File: src/rtl/div_pkg.sv
// Shared definitions for the sequential restoring divider: default operand
// width and the controller state encoding.
package div_pkg;

  // Default divisor / quotient / remainder width; the dividend is twice this.
  localparam int unsigned DEFAULT_N = 4;

  // Fixed state codes, kept as named constants so other blocks can decode them.
  localparam logic [1:0] IDLE_ENC = 2'd0;
  localparam logic [1:0] CALC_ENC = 2'd1;
  localparam logic [1:0] DONE_ENC = 2'd2;

  typedef enum logic [1:0] {
    IDLE = IDLE_ENC,
    CALC = CALC_ENC,
    DONE = DONE_ENC
  } state_e;

  // Width of a down-counter that must hold values 0..n-1.
  function automatic int unsigned cnt_width(input int unsigned n);
    return (n > 1) ? $clog2(n) : 1;
  endfunction

endpackage : div_pkg

File: src/rtl/div_step.sv
// One restoring-division step: shift the next dividend bit into the partial
// remainder and subtract the divisor if it fits.
module div_step
  import div_pkg::*;
#(
  parameter int unsigned N = DEFAULT_N
) (
  input  logic [N-1:0] p,
  input  logic         bit_in,
  input  logic [N-1:0] divisor,
  output logic [N-1:0] p_next,
  output logic         q_bit
);

  logic [N:0] t;
  logic       ge;

  assign t  = {p, bit_in};
  assign ge = (t >= {1'b0, divisor});

  // The incoming partial remainder is below the divisor, so T - divisor is
  // also below the divisor and the low N bits of the subtraction are exact.
  always_comb begin
    q_bit  = ge;
    p_next = ge ? (t[N-1:0] - divisor) : t[N-1:0];
  end

endmodule : div_step

File: src/rtl/div_seq_ctrl.sv
// Sequential shift-subtract divider controller. Accepts a 2N-bit dividend and
// an N-bit divisor, runs N restoring steps through one div_step instance and
// holds the quotient, remainder and error flags until the consumer takes them.
module div_seq_ctrl
  import div_pkg::*;
#(
  parameter int unsigned N = DEFAULT_N
) (
  input  logic           clk,
  input  logic           rst_n,
  input  logic           in_valid,
  output logic           in_ready,
  input  logic [2*N-1:0] dividend,
  input  logic [N-1:0]   divisor,
  output logic           out_valid,
  input  logic           out_ready,
  output logic [N-1:0]   quotient,
  output logic [N-1:0]   remainder,
  output logic           err_div0,
  output logic           err_ovf
);

  localparam int unsigned CW = cnt_width(N);

  state_e         state_q,    state_d;
  logic [CW-1:0]  cnt_q,      cnt_d;
  logic [N-1:0]   p_q,        p_d;       // partial remainder, final remainder in DONE
  logic [N-1:0]   lo_q,       lo_d;      // low dividend bits, consumed MSB-first
  logic [N-1:0]   quot_q,     quot_d;
  logic [N-1:0]   div_q,      div_d;     // divisor captured at accept
  logic           err_div0_q, err_div0_d;
  logic           err_ovf_q,  err_ovf_d;

  logic [N-1:0]   step_p_next;
  logic           step_q_bit;

  div_step #(.N(N)) u_step (
    .p       (p_q),
    .bit_in  (lo_q[N-1]),
    .divisor (div_q),
    .p_next  (step_p_next),
    .q_bit   (step_q_bit)
  );

  // Handshake outputs decode directly from the state register.
  assign in_ready  = (state_q == IDLE);
  assign out_valid = (state_q == DONE);
  assign quotient  = quot_q;
  assign remainder = p_q;
  assign err_div0  = err_div0_q;
  assign err_ovf   = err_ovf_q;

  // Next-state and datapath-register update logic.
  always_comb begin
    // NOTE: every signal gets a hold-value default first so no path through
    // the case statement leaves one unassigned and infers a latch.
    state_d    = state_q;
    cnt_d      = cnt_q;
    p_d        = p_q;
    lo_d       = lo_q;
    quot_d     = quot_q;
    div_d      = div_q;
    err_div0_d = err_div0_q;
    err_ovf_d  = err_ovf_q;

    unique case (state_q)
      IDLE: begin
        if (in_valid) begin
          div_d      = divisor;
          lo_d       = dividend[N-1:0];
          err_div0_d = 1'b0;
          err_ovf_d  = 1'b0;
          if (divisor == '0) begin
            err_div0_d = 1'b1;
            quot_d     = '1;
            p_d        = '1;
            state_d    = DONE;
          end else if (dividend[2*N-1:N] >= divisor) begin
            err_ovf_d  = 1'b1;
            quot_d     = '1;
            p_d        = '1;
            state_d    = DONE;
          end else begin
            p_d        = dividend[2*N-1:N];
            quot_d     = '0;
            cnt_d      = CW'(N - 1);
            state_d    = CALC;
          end
        end
      end

      CALC: begin
        p_d    = step_p_next;
        quot_d = (quot_q << 1) | N'(step_q_bit);
        lo_d   = lo_q << 1;
        if (cnt_q == '0) begin
          state_d = DONE;
        end else begin
          cnt_d = cnt_q - CW'(1);
        end
      end

      DONE: begin
        if (out_ready) begin
          state_d = IDLE;
        end
      end

      default: state_d = IDLE;
    endcase
  end

  // State and datapath registers; reset aborts any operation in flight.
  always_ff @(posedge clk or negedge rst_n) begin
    // NOTE: every register here, datapath included, is cleared on reset so the
    // result outputs read zero immediately rather than holding stale values.
    if (!rst_n) begin
      state_q    <= IDLE;
      cnt_q      <= '0;
      p_q        <= '0;
      lo_q       <= '0;
      quot_q     <= '0;
      div_q      <= '0;
      err_div0_q <= 1'b0;
      err_ovf_q  <= 1'b0;
    end else begin
      // NOTE: non-blocking assignments so every register samples the values
      // from before this edge, independent of statement order.
      state_q    <= state_d;
      cnt_q      <= cnt_d;
      p_q        <= p_d;
      lo_q       <= lo_d;
      quot_q     <= quot_d;
      div_q      <= div_d;
      err_div0_q <= err_div0_d;
      err_ovf_q  <= err_ovf_d;
    end
  end

endmodule : div_seq_ctrl
File: config.mk
export PLATFORM = sky130hd
export DESIGN_NAME = div_seq_ctrl
export DESIGN_NICKNAME = d
export VERILOG_FILES = /design/src/rtl/div_pkg.sv /design/src/rtl/div_step.sv /design/src/rtl/div_seq_ctrl.sv
export SDC_FILE = /design/constraint.sdc
export NUM_CORES = 1
export LEC_CHECK = 0
export ABC_AREA = 0
export CAP_MARGIN = 20
export CELL_PAD_IN_SITES_DETAIL_PLACEMENT = 0
export CELL_PAD_IN_SITES_GLOBAL_PLACEMENT = 1
export CORE_MARGIN = 2
export CORE_UTILIZATION = 38
export CTS_CLUSTER_SIZE = 30
export DETAILED_ROUTE_END_ITERATION = 12
export GPL_TIMING_DRIVEN = 0
export PLACE_DENSITY = 0.75
export RECOVER_POWER = 25
export SLEW_MARGIN = 30
export SYNTH_ARGS = -nofsm -noshare
export SYNTH_HDL_FRONTEND = slang
export SYNTH_HIERARCHICAL = 1
export SYNTH_SLANG_ARGS = --single-unit
File: constraint.sdc
create_clock -name clk -period 2.4 [get_ports clk]
set_input_delay 0.48 -clock clk [delete_from_list [all_inputs] [get_ports clk]]
set_output_delay 0.48 -clock clk [all_outputs]
set_load 0.005 [all_outputs]
==> metrics.txt, run 1 <==
Detail Route Antenna Nets=0; DR WL/cell=14.79 um; Gate power share=0.587; Synth Area in Compound Gates=0.2369; hold buffers post-CTS=0; Tcrit/Tclk final=0.9328; Die Span Y=between 60 and 70 um; largest family of logic cells by synthesized area=compound AO/OA/AOI/OAI gates; sequential share of power=0.290; DR pass1 iterations=4; H-tree levels=1; pin count of the biggest net entering global routing=23; Ports=28; Core ar.=roughly 3400 um2; # fillers=~320; multi-input logic area=between 700 and 800 um2; setup TNS=0 ns; synth-to-layout area growth=27.46%; syn avg cell area=approximately 10 um2; Arr. time, crit path=approximately 1.8 ns; # DRC=0; Initial DRC Count=43; Synth cell types=38; Switch Pwr=0.9784 mW; CP Launch Type=register; Max Clock Freq=between 400 and 500 MHz; post-synthesis xor/xnor area fraction=0.006428; Seq/Total Area, Yosys=0.4040; final non-filler cell total=between 200 and 250; hpwl dp=between 2 and 2.5 mm; CTS tree=built; CP Capture Type=primary output; status=complete, no violations; switching fraction of total power=0.4072; Clock Power Share=0.123; Via density=5.263; first-pass GRT wire length=5.713 mm; most common cell after layout, fill and taps aside=clkdlybuf4s50_1; vias in the first global route=between 1,000 and 1,500; Final Hold Fails=0; Max Transition Viols Final=0; Worst-Margin Slew=between 1 and 1.5 ns; clk slew on worst S/H paths=0.14 ns; clock skew=0.006993 ns; Post-CTS Resized=0; layout cells sized above 1=0.1345; setup bufs post-CTS=0; Antenna Diode Count=0; PwrDens=between 1000 and 1500 nW/um2; routed wire length=3.209 mm; Post-Synth Simple-Gate Area=0.1589; Min Clock Period, post-route=between 2 and 2.5 ns; Hold Crit Class=input pin to async pin; Initial Utilization=0.4020; IO buf count=27; global route overflow=0; clk buf depth=2; Root Driver=clkbuf_4; Syn Nets=around 170; post-synthesis adder-cell area fraction=0.09734; Required @ worst endpoint=1.92 ns; final RePlAce weighted congestion=around 0.82; mux contribution to synthesized area=0.04132; row cnt=21; max_cap viols=0; unrepaired setup endpoints after global routing=false; CTS Buf Count=3; # setup viols final=0; Post-Place Cells=~210; commonest cells after routing, fill and taps aside=clkdlybuf4s50_1 (26), dfrtp_1 (22), inv_1 (14); die area=approximately 4000 um2; Synth Cell Area=1363 um2; Leakage=between 0.7 and 0.8 nW; Ys Warns=6; Slew headroom=0.1966; Crit Path Category=register to primary output; initial antenna violation count=0; VDD IR-drop max=approximately 0.00043 V; total number of vias=between 1,000 and 1,500; Worst-Skew Late Latency=between 0.3 and 0.4 ns; GRT Util Overall=0.1776; Int Power=about 1.4 mW; Syn Inst Count=140; #FFs+latches synth=22; clk sinks=22; fin nets=between 150 and 200; Register Area=between 500 and 600 um2; CP Max Fanout=10; die width=between 60 and 70 um
-- registers in the layout, indices dropped and copies added (netlist names) --
name	count
quotient	4
err_div0	1
state_q	2
div_q	4
lo_q	4
cnt_q	2
remainder	4
err_ovf	1
-- cell type report --
cell class              instances  area share
flip-flops and latches         22      0.3170
multi-input cells              99      0.4244
well taps                      46     0.03314
plain buffers                   5     0.01297
clock buffers                   3     0.01297
clock inverters                 1     0.01729
inverters                      14     0.03026
repair buffers                 27      0.1520
-- per-stage QoR --
step	setup slack (ns)	power (mW)	util	cell area, um2	hold slack [ns]
3_3_place_gp	0.2001	2.082	0.4987	1690	0.4715
5_1_grt	0.07834	2.625	0.5124	1737	0.4490
2_1_floorplan	0.6052	1.661	-	1363	0.1844
4_1_cts	0.1562	2.424	0.5127	1738	0.1171
6_report	0.1612	2.403	0.5124	1737	0.3647
3_5_place_dp	0.2048	2.119	0.4972	1685	0.4774
-- power by group through the flow --
| stage | Clock (mW) | Sequential, mW | Combinational (mW) |
|---|---|---|---|
| 6_report | 0.296 | 0.697 | 1.41 |
| 5_1_grt | 0.321 | 0.727 | 1.58 |
| 4_1_cts | 0.300 | 0.696 | 1.43 |
| 3_5_place_dp | 0 | 0.705 | 1.41 |
| 3_3_place_gp | 0 | 0.696 | 1.39 |
| 2_1_floorplan | 0 | 0.674 | 0.987 |
-- logic make-up after synthesis --
logic type | after synthesis
XOR/XNOR | 1
AND/OR/NAND/NOR | 38
multiplexers | 5
AO/OA/AOI/OAI | 45
flip-flops | 22
adder cells (fa/ha/maj) | 10
buffers and inverters | 19
-- critical path, stage by stage, from the launching register on --
cell and delay, ns:
dfrtp_1 0.44, buf_2 0.26, nor2b_1 0.21, clkdlybuf4s50_1 0.53
-- layer usage --
metal  up-vias  global-route usage  part of all wire
met1       541              0.2314              0.47
met4         0             0.06522             0.013
met3         5             0.03873             0.050
met5         -                   0                 0
met2        30              0.2878              0.46
li1        566                   -                 -
-- cells in the mapped netlist --
cell	instances	area (um2)
mux2_4	1	15.01
a31oi_1	2	12.51
nand2_1	8	30.03
a22o_1	1	8.760
o211ai_1	1	7.510
a41oi_2	1	16.27
nand2_2	1	6.260
fa_1	1	20.02
nor2_1	7	26.28
mux2i_1	3	30.03
o2bb2ai_1	1	8.760
nor3b_1	1	7.510
a22oi_1	7	52.55
o22ai_1	2	12.51
nand2b_1	2	12.51
o21a_1	1	7.510
and2_4	1	8.760
o221ai_1	3	26.28
nand4_1	1	6.260
a21oi_1	9	45.04
ha_1	9	112.6
nor2_4	1	11.26
clkbuf_1	2	7.510
o21ai_2	1	8.760
mux2_2	1	11.26
nor2b_1	9	56.30
o221a_2	4	45.04
or4_4	1	11.26
o21ai_0	11	55.05
buf_2	3	15.01
inv_1	14	52.55
nand4_2	1	12.51
nor2_2	2	12.51
a21oi_4	1	16.27
nor3_1	2	10.01
nand3_1	1	5.000
dfrtp_1	22	550.5
xnor2_1	1	8.760
-- worst paths after layout --
path / from / to / slack [ns] / cells past startpoint
min in group clk: div_q[3]$_DFFE_PN0P_ / div_q[3]$_DFFE_PN0P_ / 0.51 / 2
hold reg to reg: div_q[3]$_DFFE_PN0P_ / div_q[3]$_DFFE_PN0P_ / 0.51 / 2
setup / recovery: state_q[1]$_DFFE_PN0P_ / out_valid / 0.16 / 3
hold / removal: rst_n / lo_q[2]$_DFFE_PN0P_ / 0.36 / 1
max in group asynchronous: rst_n / div_q[2]$_DFFE_PN0P_ / 1.32 / 1
setup reg to reg: remainder[1]$_DFFE_PN0P_ / remainder[2]$_DFFE_PN0P_ / 0.48 / 7
Power figures use the tool's default switching activity.
==> inputs of run 2 (changes only) <==
--- a/config.mk
+++ b/config.mk
@@ -6,7 +6,8 @@
 export NUM_CORES = 1
 export LEC_CHECK = 0
 export ABC_AREA = 0
-export CAP_MARGIN = 20
+export ABC_CLOCK_PERIOD_IN_PS = 2400
+export CAP_MARGIN = 5
 export CELL_PAD_IN_SITES_DETAIL_PLACEMENT = 0
 export CELL_PAD_IN_SITES_GLOBAL_PLACEMENT = 1
 export CORE_MARGIN = 2
@@ -14,10 +15,9 @@
 export CTS_CLUSTER_SIZE = 30
 export DETAILED_ROUTE_END_ITERATION = 12
 export GPL_TIMING_DRIVEN = 0
-export PLACE_DENSITY = 0.75
+export PLACE_DENSITY = 0.76
 export RECOVER_POWER = 25
 export SLEW_MARGIN = 30
 export SYNTH_ARGS = -nofsm -noshare
 export SYNTH_HDL_FRONTEND = slang
-export SYNTH_HIERARCHICAL = 1
 export SYNTH_SLANG_ARGS = --single-unit
==> run 2 against run 1 <==
Combinational power hardly changed. Clock-buffer cell count stayed put. Cell area is 2.2% lower. Area after synthesis is 1.3% lower. Die area is 1.2% lower. Via count is 6.1% higher. Final cell count is 2.3% higher. Sequential power is 0.7% lower. Largest power group unchanged.
==> metrics.txt, run 2 <==
hold_ws=0.3826 ns (+0.01786 ns); R2R depth=7 (unchanged); Tcrit/Tclk final=0.9157 (-0.01710); # DRC=0 (unchanged); fraction of registers with async set/reset=1.000 (unchanged); CTS tree=built; IO buf count=27 (unchanged); Worst-Margin Slew=1.210 ns (+0.004898 ns); Worst Setup SP=dividend[4]; routed wire length=3.360 mm (+4.7%); Crit-path slowest cell=clkdlybuf4s50_1; Buf/Inv on CP=2 (unchanged); Seq/Total Area, Yosys=0.4093 (+0.005262); die width=63.50 um (-0.60%); final non-filler cell total=222 (+2.3%); r2r setup slk=0.27 ns (-0.21 ns); reg-to-reg endpoint=remainder[0]$_DFFE_PN0P_; Syn Inst Count=147 (+5.0%); clock skew=0.003550 ns (-0.003443 ns); Synth top area share=0.4093 (+0.005262); unrepaired setup endpoints after global routing=false; largest family of logic cells by synthesized area=compound AO/OA/AOI/OAI gates; GRT Util Overall=0.1820 (+0.004420); delay of the slowest critical-path stage=0.51 ns (-0.02 ns); layout cells sized above 1=0.08523 (-0.04928); post-synthesis xor/xnor area fraction=0 (-0.006428); Leakage=0.7221 nW (-2.1%); global route overflow=0 (unchanged); most common cell after layout, fill and taps aside=clkdlybuf4s50_1; multi-input logic area=726.9 um2 (-1.4%); clk buf depth=2 (unchanged); die area=4032 um2 (-1.2%); DR WL/cell=15.14 um (+2.3%); # fillers=352 (+9.7%); #FFs+latches synth=22 (unchanged); PwrDens=1343 nW/um2 (-3.0%); Arr. time, crit path=2.38 ns (+0.62 ns); Post-Synth Simple-Gate Area=0.1767 (+0.01788); row cnt=21 (unchanged); Final Hold Fails=0 (unchanged); EDFF count, synth=0 (unchanged); Antenna Diode Count=0 (unchanged); Post-Place Cells=220 (+3.3%); top cells by count, synth=dfrtp_1 (22), nand2_1 (15), nor2_1 (14); hpwl dp=2.601 mm (+6.1%); CP Cell Sequence=clkdlybuf4s50_1, inv_1, ha_1, nor3b_1, o21ai_1, or2_1, a221oi_2, o22ai_1; worst r2r src=remainder[2]$_DFFE_PN0P_; clk slew on worst S/H paths=0.11 ns (-0.03 ns); cell accounting for the most synthesized area=dfrtp_1; CTS Buf Count=3 (unchanged); max_cap viols=0 (unchanged); VDD IR-drop max=0.0005793 V (+34%); top-count cell post-synth=dfrtp_1; total number of vias=1,212 (+6.1%); Worst-Skew Late Latency=0.31 ns (-0.02 ns); final RePlAce weighted congestion=0.8313 (+1.1%); syn avg cell area=9.150 um2 (-6.0%); commonest cells after routing, fill and taps aside=clkdlybuf4s50_1 (26), dfrtp_1 (22), nand2_1 (15); Die Span Y=63.50 um (-0.60%); top cells by area, synth=dfrtp_1 (41%), ha_1 (8.4%), nand2_1 (4.2%); Required @ worst endpoint=2.58 ns (+0.66 ns); cell family with most CP delay=buffers and inverters; setup bufs post-CTS=0 (unchanged); Synth Cell Area=1345 um2 (-1.3%); Core ar.=3363 um2 (-0.78%); Slew headroom=0.1933 (-0.003266); pin count of the biggest net entering global routing=23 (unchanged); Min Clock Period, post-route=2.198 ns (-0.04103 ns); Ports=28 (unchanged); vias in the first global route=1,244 (+3.5%); ys flop type=dfrtp_1; first-pass GRT wire length=5.692 mm (-0.37%); CP Capture Type=register; Synth cell types=42 (+11%); mux contribution to synthesized area=0.03535 (-0.005973); Max Clock Freq=455.0 MHz (+1.9%); Crit Path Category=input pin to register; DR pass1 iterations=4 (unchanged); Hold Crit Class=input pin to async pin; initial antenna violation count=0 (unchanged); # setup viols final=0 (unchanged); CP Launch Type=input pin; synth-to-layout area growth=26.23%; Syn Nets=173 (+4.2%); Initial Utilization=0.3999 (-0.002068); Util after Layout=0.5048 (-0.007530); Register Area=550.5 um2 (unchanged); H-tree levels=1 (unchanged); status=complete, no violations; Ys Warns=0 (-6); fin nets=204 (+3.0%); Max Transition Viols Final=0 (unchanged); clk sinks=22 (unchanged); Root Driver=clkbuf_4; Via density=5.459 (+3.7%); post-synthesis adder-cell area fraction=0.09860 (+0.001268); CP Max Fanout=6 (-4); Synth Area in Compound Gates=0.2205 (-0.01645); Initial DRC Count=68 (+58%); Detail Route Antenna Nets=0 (unchanged)
## run 2: cell types whose count changed after synthesis, moves of 3 or more
cell / before / now
nor2_1: 7 / 14
nor2b_1: 9 / 4
o221ai_1: 3 / 0
o21ai_0: 11 / 5
o221a_2: 4 / 0
o21ai_1: 0 / 7
a22oi_1: 7 / 2
nand2_1: 8 / 15
o22ai_1: 2 / 5
## run 2: how the worst max path moves through the flow
stage | end | cells after the start | slack [ns]
4_1_cts | remainder[0]$_DFFE_PN0P_ | 9 | 0.08
6_report | remainder[0]$_DFFE_PN0P_ | 8 | 0.20
3_5_place_dp | remainder[0]$_DFFE_PN0P_ | 9 | -0.26
5_1_grt | remainder[0]$_DFFE_PN0P_ | 8 | 0.04
3_3_place_gp | remainder[0]$_DFFE_PN0P_ | 9 | -0.25
2_1_floorplan | remainder[0]$_DFFE_PN0P_ | 7 | 0.50
## run 2: through the flow
step	setup TNS [ns]	setup slack (ns)	instance area [um2]	power, mW
after floorplan	0	0.4992	1345	1.606
after global placement	-0.6319	-0.2465	1673	2.025
after detailed placement	-0.6595	-0.2640	1668	2.087
after CTS	0	0.07786	1690	2.281
after global routing	0	0.03636	1698	2.484
final	0	0.2022	1698	2.280
## run 2: routing by layer
| metal | vias up | wire length [um] | track usage |
|---|---|---|---|
| met2 | 38 | 1618 | 0.2934 |
| met5 | - | 0 | 0 |
| li1 | 578 | - | - |
| met4 | 0 | 124 | 0.1060 |
| met3 | 13 | 162 | 0.03036 |
| met1 | 583 | 1455 | 0.2288 |
## run 2: repair_timing
| action | CTS | global route |
|---|---|---|
| hold buffers | 0 | 0 |
| endpoints found under the setup margin | 0 | 2 |
| gates resized for setup | 0 | 4 |
## run 2: cells by family after synthesis
logic type / after synthesis
and+or+nand+nor: 48
DFF: 22
AOI/OAI and AO/OA: 44
adders and majority gates: 10
buffers and inverters: 19
muxes: 4
## run 2: layout make-up
| cell class | count | area share |
|---|---|---|
| plain buffers | 5 | 0.01621 |
| clock buffers | 3 | 0.01326 |
| flip-flops and latches | 22 | 0.3242 |
| multi-input cells | 106 | 0.4281 |
| repair buffers | 27 | 0.1555 |
| well taps | 46 | 0.03390 |
| inverters | 13 | 0.02874 |
## run 2: where the power goes
group          switching, mW  internal (mW)  total (mW)
logic                  0.734          0.683        1.42
clock network          0.112         0.0588       0.171
registers              0.142          0.550       0.692
total                  0.988           1.29        2.28
==> inputs of run 3 (changes only) <==
--- a/config.mk
+++ b/config.mk
@@ -17,7 +17,6 @@
 export GPL_TIMING_DRIVEN = 0
 export PLACE_DENSITY = 0.76
 export RECOVER_POWER = 25
-export SLEW_MARGIN = 30
 export SYNTH_ARGS = -nofsm -noshare
 export SYNTH_HDL_FRONTEND = slang
 export SYNTH_SLANG_ARGS = --single-unit
==> run 3 against run 2 <==
Clock skew fell by 0.0022 ns. Global-route usage is 0.26 points higher. Largest power group unchanged. Setup slack lost 0.010 ns. Wire length down 0.18%. Sequential cell count unchanged. Maximum frequency decreased by 0.45%. Hold slack better by 0.12 ns. Sequential share of layout area fell by 0.12 points. Clock-buffer cell count unchanged. Non-clock buffer count is the same. Largest cell class unchanged.
==> metrics.txt, run 3 (synthesis gave the netlist of run 2 again) <==
status=complete, no violations; Crit Path Category=input pin to register; # DRC=0 (unchanged); most crowded layer after global routing=met2; Final Hold Fails=0 (unchanged); synth-to-layout area growth=26.70%; hold buffers post-CTS=0 (unchanged); Max Clock Freq=453.0 MHz (-0.45%); Power, Total=2.280 mW (about the same); layout cells sized above 1=0.08523 (unchanged); CP Max Fanout=6 (unchanged); CTS Buf Count=3 (unchanged); commonest cells after routing, fill and taps aside=clkdlybuf4s50_1 (26), dfrtp_1 (22), nand2_1 (15); pin count of the biggest net entering global routing=23 (unchanged); clock skew=0.001375 ns (-0.002175 ns); VDD IR-drop max=0.0005829 V (+0.63%); CP Cell Sequence=clkdlybuf4s50_1, inv_1, ha_1, nor3b_1, o21ai_1, or2_1, a221oi_2, o22ai_1; unrepaired setup endpoints after global routing=false; die width=63.50 um (unchanged); H-tree levels=1 (unchanged); Post-Place Cells=220 (unchanged); Max Transition Viols Final=0 (unchanged); PwrDens=1338 nW/um2 (-0.33%); Worst-Skew Late Latency=0.30 ns (about the same); clk buf depth=2 (unchanged); Die Span Y=63.50 um (unchanged); # setup viols final=0 (unchanged); routed wire length=3.354 mm (-0.18%); Via density=5.306 (-2.8%); met2 Usage GRT=0.3053 (+0.01184); GRT Util Overall=0.1846 (+0.002649); most common cell after layout, fill and taps aside=clkdlybuf4s50_1; DR WL/cell=15.11 um (-0.18%); Tcrit/Tclk final=0.9199 (+0.004156); Antenna Diode Count=0 (unchanged); grt met1 use=0.2344 (+0.005663); Util after Layout=0.5067 (+0.001860); initial antenna violation count=0 (unchanged); Crit-path slowest cell=clkdlybuf4s50_1; Required @ worst endpoint=2.57 ns (about the same); Arr. time, crit path=2.38 ns (about the same); row cnt=21 (unchanged); final non-filler cell total=222 (unchanged); vias in the first global route=1,242 (-0.16%); IO buf count=27 (unchanged); CTS tree=built; max_cap viols=0 (unchanged); first-pass GRT wire length=5.809 mm (+2.1%); global route overflow=0 (unchanged); total number of vias=1,178 (-2.8%); hpwl dp=2.608 mm (+0.27%); Worst-Margin Slew=1.010 ns (-0.2002 ns); CP Capture Type=register; Leakage=0.7251 nW (+0.41%); fin nets=204 (unchanged); Ports=28 (unchanged); die area=4032 um2 (unchanged); DR pass1 iterations=4 (unchanged); clk slew on worst S/H paths=0.12 ns (about the same); GR Util met3=0.03036 (unchanged); clk sinks=22 (unchanged); CP Launch Type=input pin; Min Clock Period, post-route=2.208 ns (+0.009975 ns); Core ar.=3363 um2 (unchanged); Slew headroom=0.3245 (+0.1312); Initial DRC Count=66 (-2.9%); Initial Utilization=0.3999 (unchanged); delay of the slowest critical-path stage=0.51 ns (about the same); Detail Route Antenna Nets=0 (unchanged); Hold Crit Class=register to register; final RePlAce weighted congestion=0.8313 (unchanged); Root Driver=clkbuf_4
run 3: cell count changes in the layout (fill, tap and decap cells not counted), sizes merged:
cell | before | now
clkbuf | 6 | 5
dlygate4sd3 | 0 | 1
run 3: power breakdown:
part | total, mW | leakage, nW | internal [mW] | switching [mW]
logic | 1.42 | 0.453 | 0.683 | 0.737
clock network | 0.167 | 0.0138 | 0.0586 | 0.108
registers | 0.694 | 0.258 | 0.550 | 0.144
run 3: per-stage QoR:
step	setup TNS, ns	hold slack (ns)	area [um2]	worst slack [ns]
finish	0	0.5035	1704	0.1923
detailed placement	-0.6659	0.4884	1673	-0.2615
floorplan	0	0.1844	1345	0.4992
global route	0	0.5363	1704	0.03471
global placement	-0.6319	0.4579	1673	-0.2465
CTS	0	0.5045	1695	0.07212
run 3: final cells by class:
cell class | count | area [um2]
fillers | 346 | 1659
multi-input cells | 106 | 726.9
flip-flops and latches | 22 | 550.5
repair buffers | 27 | 270.3
well taps | 46 | 57.56
inverters | 13 | 48.80
plain buffers | 5 | 27.53
clock buffers | 3 | 22.52
run 3: final timing paths:
path	from	to	slack, ns	cells after the start
min in group asynchronous	rst_n	lo_q[1]$_DFFE_PN0P_	0.78	1
max in group asynchronous	rst_n	err_ovf$_DFFE_PN0P_	1.01	1
min reg2reg	cnt_q[0]$_DFFE_PN0P_	cnt_q[0]$_DFFE_PN0P_	0.50	1
max reg2reg	remainder[2]$_DFFE_PN0P_	remainder[0]$_DFFE_PN0P_	0.28	7
max	dividend[4]	remainder[0]$_DFFE_PN0P_	0.19	8
min	cnt_q[0]$_DFFE_PN0P_	cnt_q[0]$_DFFE_PN0P_	0.50	1
run 3: what timing repair did:
action                                  in CTS  in global routing
resized for setup                            0                  4
buffers inserted                             0                  0
endpoints found under the setup margin       0                  2
run 3: per-layer routing:
metal	share of wire	vias up
li1	-	579
met1	0.44	561
met2	0.49	30
met3	0.043	8
met4	0.024	0
met5	0	-
run 3: critical path, delay by kind of cell:
kind / cells / cell delay, ns
buffers and inverters: 2 / 0.57
AOI/OAI and AO/OA: 3 / 0.53
and+or+nand+nor: 2 / 0.51
adders and majority gates: 1 / 0.29
